**src/rtl/full_adder_unit.sv**
```systemverilog
// Array of WIDTH one-bit full adders with optional ripple chaining and a
// registered, valid-qualified copy of the results.
module full_adder_unit #(
  parameter int WIDTH = 1,
  parameter bit CHAIN = 1'b0
) (
  input  logic             clk,
  input  logic             rst,
  input  logic [WIDTH-1:0] a,
  input  logic [WIDTH-1:0] b,
  input  logic [WIDTH-1:0] cin,
  input  logic             in_valid,
  output logic [WIDTH-1:0] sum,
  output logic [WIDTH-1:0] cout,
  output logic [WIDTH-1:0] sum_q,
  output logic [WIDTH-1:0] cout_q,
  output logic             out_valid
);

  logic [WIDTH-1:0] w_sum;
  logic [WIDTH-1:0] w_cout;
  logic [WIDTH-1:0] r_sum_q;
  logic [WIDTH-1:0] r_cout_q;
  logic             r_valid;

  // The running carry is a local variable so the chain is evaluated in slice
  // order inside one block instead of looping through a shared vector.
  always_comb begin
    logic w_ci;
    // NOTE: every combinational output gets a default before the loop so no
    // path leaves a bit unassigned, which would otherwise infer a latch.
    w_sum  = '0;
    w_cout = '0;
    w_ci   = 1'b0;
    for (int i = 0; i < WIDTH; i++) begin
      // NOTE: blocking assignments here are intentional; w_ci must carry the
      // value just computed for slice i-1 within the same evaluation.
      if (!CHAIN || i == 0) w_ci = cin[i];
      w_sum[i]  = a[i] ^ b[i] ^ w_ci;
      w_cout[i] = (a[i] & b[i]) | (w_ci & (a[i] ^ b[i]));
      w_ci      = w_cout[i];
    end
  end

  // NOTE: sequential state uses non-blocking assignments so every register
  // samples pre-edge values regardless of statement order.
  always_ff @(posedge clk or posedge rst) begin
    if (rst) begin
      r_sum_q  <= '0;
      r_cout_q <= '0;
      r_valid  <= 1'b0;
    end else if (in_valid) begin
      r_sum_q  <= w_sum;
      r_cout_q <= w_cout;
      r_valid  <= 1'b1;
    end else begin
      r_valid  <= 1'b0;
    end
  end

  assign sum       = w_sum;
  assign cout      = w_cout;
  assign sum_q     = r_sum_q;
  assign cout_q    = r_cout_q;
  assign out_valid = r_valid;

endmodule

```
**config.mk**
```make
export PLATFORM = sky130hd
export DESIGN_NAME = full_adder_unit
export DESIGN_NICKNAME = d
export VERILOG_FILES = /design/src/rtl/full_adder_unit.sv
export SDC_FILE = /design/constraint.sdc
export NUM_CORES = 1
export LEC_CHECK = 0
export ABC_AREA = 1
export CORE_AREA = 2 2 39 41
export CTS_BUF_LIST = sky130_fd_sc_hd__clkbuf_4 sky130_fd_sc_hd__clkbuf_8
export DETAILED_ROUTE_END_ITERATION = 8
export DIE_AREA = 0 0 41 43
export PLACE_DENSITY = 0.41
export SLEW_MARGIN = 40
export SYNTH_ARGS = -nofsm -noshare
export SYNTH_HDL_FRONTEND = slang
export SYNTH_SLANG_ARGS = --single-unit
export TNS_END_PERCENT = 50
```
**constraint.sdc**
```tcl
create_clock -name clk -period 1.77 [get_ports clk]
set_input_delay 0.354 -clock clk [delete_from_list [all_inputs] [get_ports clk]]
set_output_delay 0.354 -clock clk [all_outputs]
set_load 0.01 [all_outputs]
```
==> reports/results.ini <==
[floorplan]
dieWidth_um=41
core_area_um2=1380
boundaryPins=11
die_area_um2=1760
start_util_pct=9.04
rows=14
die_height_um=43

[timing]
setup_ws_ns=0.0945
timing.final.hold_violations=0
fin_hold_ws_ns=0.288
rsz0062_at_grt=false
tightest_slew_ns=0.124
max_freq_mhz=597
maxSlewViolCount=0
finalSetupViolations=0
timing.final.crit_share_pct=94.7
min_period_ns=1.68
slew_headroom_pct=91.7
skew_ns=0
fin_tns_setup_ns=0

[drt]
drt_first_pass_iters=2
vias=137
wire_per_inst_um=7.79
antenna_left=0
via_per_inst=3.19
routed_wl_um=335
drt_iter0_drc=2
drc=0

[final_layout]
final_cells=43
final_common_cell=nand2_1
syn2layout_area_growth_pct=119
nets=35
fin_area_um2=274
layout-drive-gt1-share_pct=22.2
final_cell_mix=6 x nand2_1, 5 x clkdlybuf4s50_1, 4 x clkbuf_4
diodes=0
fin_util_pct=19.8

[min_path]
hold_class=in -> async

[clocking]
clk_pin_slew_worst_paths_ns=0.04
cts_buffer_depth=2
clockRootBuffer=clkbuf_4
post_cts_buffers=0
cts_resized=9
clock_latency_ns=0.23
cts.sinks=3
cts_made_buffers=3
cts_tree=done
h-tree-depth=1
ctsHoldBuffers=0

[yosys]
synth_cell_types=4
synth_cells=12
ys_seq_area_share_pct=60.0
synth_area_um2=125
yosysWarningCount=0
synth_seq_cells=3
synth_nets=19
synth.avg_cell_area_um2=10.4

[pwr]
irDropWorstVdd_mv=0.157
p_per_area_nw_per_um2=984
leakagePower_nw=0.138
p_total_mw=0.270

[critical_path]
end_kind=primary output
path_max_fanout=2
worstPathArrival_ns=1.32
required_ns=1.42
crit_path_start_kind=input port
path_class=in -> out

[flow_run]
max_cap_violations=0

[outcome]
outcome=completed

[global_route]
grt_start_max_net_pins=5
grt_pass1_vias=165
grt_first_pass_wirelength_um=593
grt_usage_pct=5.95
overflow=0
antenna_found_initial=0

[place]
dp_cells=39
gp_congestion=0.631
placed_cell_area_um2=253
place_ws_ns=-0.520
port_buffers=10

-- worst max-delay path, cell delays in order --
cell,delay [ns]
dlygate4sd2_1,0.25
fa_1,0.57
buf_2,0.15
-- logic make-up after synthesis --
| logic type | after synthesis | synth area share (%) |
|---|---|---|
| AND/OR/NAND/NOR | 6 | 18.0 |
| flip-flops | 3 | 60.0 |
| buffers and inverters | 2 | 6.00 |
| adder cells (fa/ha/maj) | 1 | 16.0 |
-- state kept, by name, summed over array words and instances (netlist names) --
signal	flops
sum_q	1
out_valid	1
cout_q	1
-- path summary, 6_finish.rpt --
path,startpoint,end,slack (ns),cells after the start
max reg2reg,cout_q$_DFFE_PP0P_,cout_q$_DFFE_PP0P_,1.18,2
max,cin,sum,0.09,3
min reg2reg,sum_q$_DFFE_PP0P_,sum_q$_DFFE_PP0P_,0.47,2
max in group asynchronous,rst,cout_q$_DFFE_PP0P_,1.35,2
min,rst,sum_q$_DFFE_PP0P_,0.29,2
min in group clk,sum_q$_DFFE_PP0P_,sum_q$_DFFE_PP0P_,0.47,2
-- cell type report --
cell class                 instances  area [um2]
clock buffer                       4        30.0
fill                             165        1110
inverter                           2        7.51
multi-input combinational          7        42.5
sequential                         3        75.1
tap                               16        20.0
timing repair buffer              11        98.8
-- Yosys cell counts --
cell type  instances  area [um2]
dfrtp_1            3        75.1
fa_1               1        20.0
inv_1              2        7.51
nand2_1            6        22.5
-- per-layer routing --
layer	track usage [%]	share of wire [%]
met1	5.21	37
met2	6.88	40
met3	3.14	17
met4	10.0	5.4
met5	0	0
-- power breakdown --
group	total, mW	switching [mW]	internal [mW]
Clock	0.136	0.0364	0.0998
Combinational	0.0537	0.0226	0.0311
Sequential	0.0796	0.00352	0.0761
Total	0.270	0.0626	0.207
No activity file was read; power rests on OpenSTA's default activity.
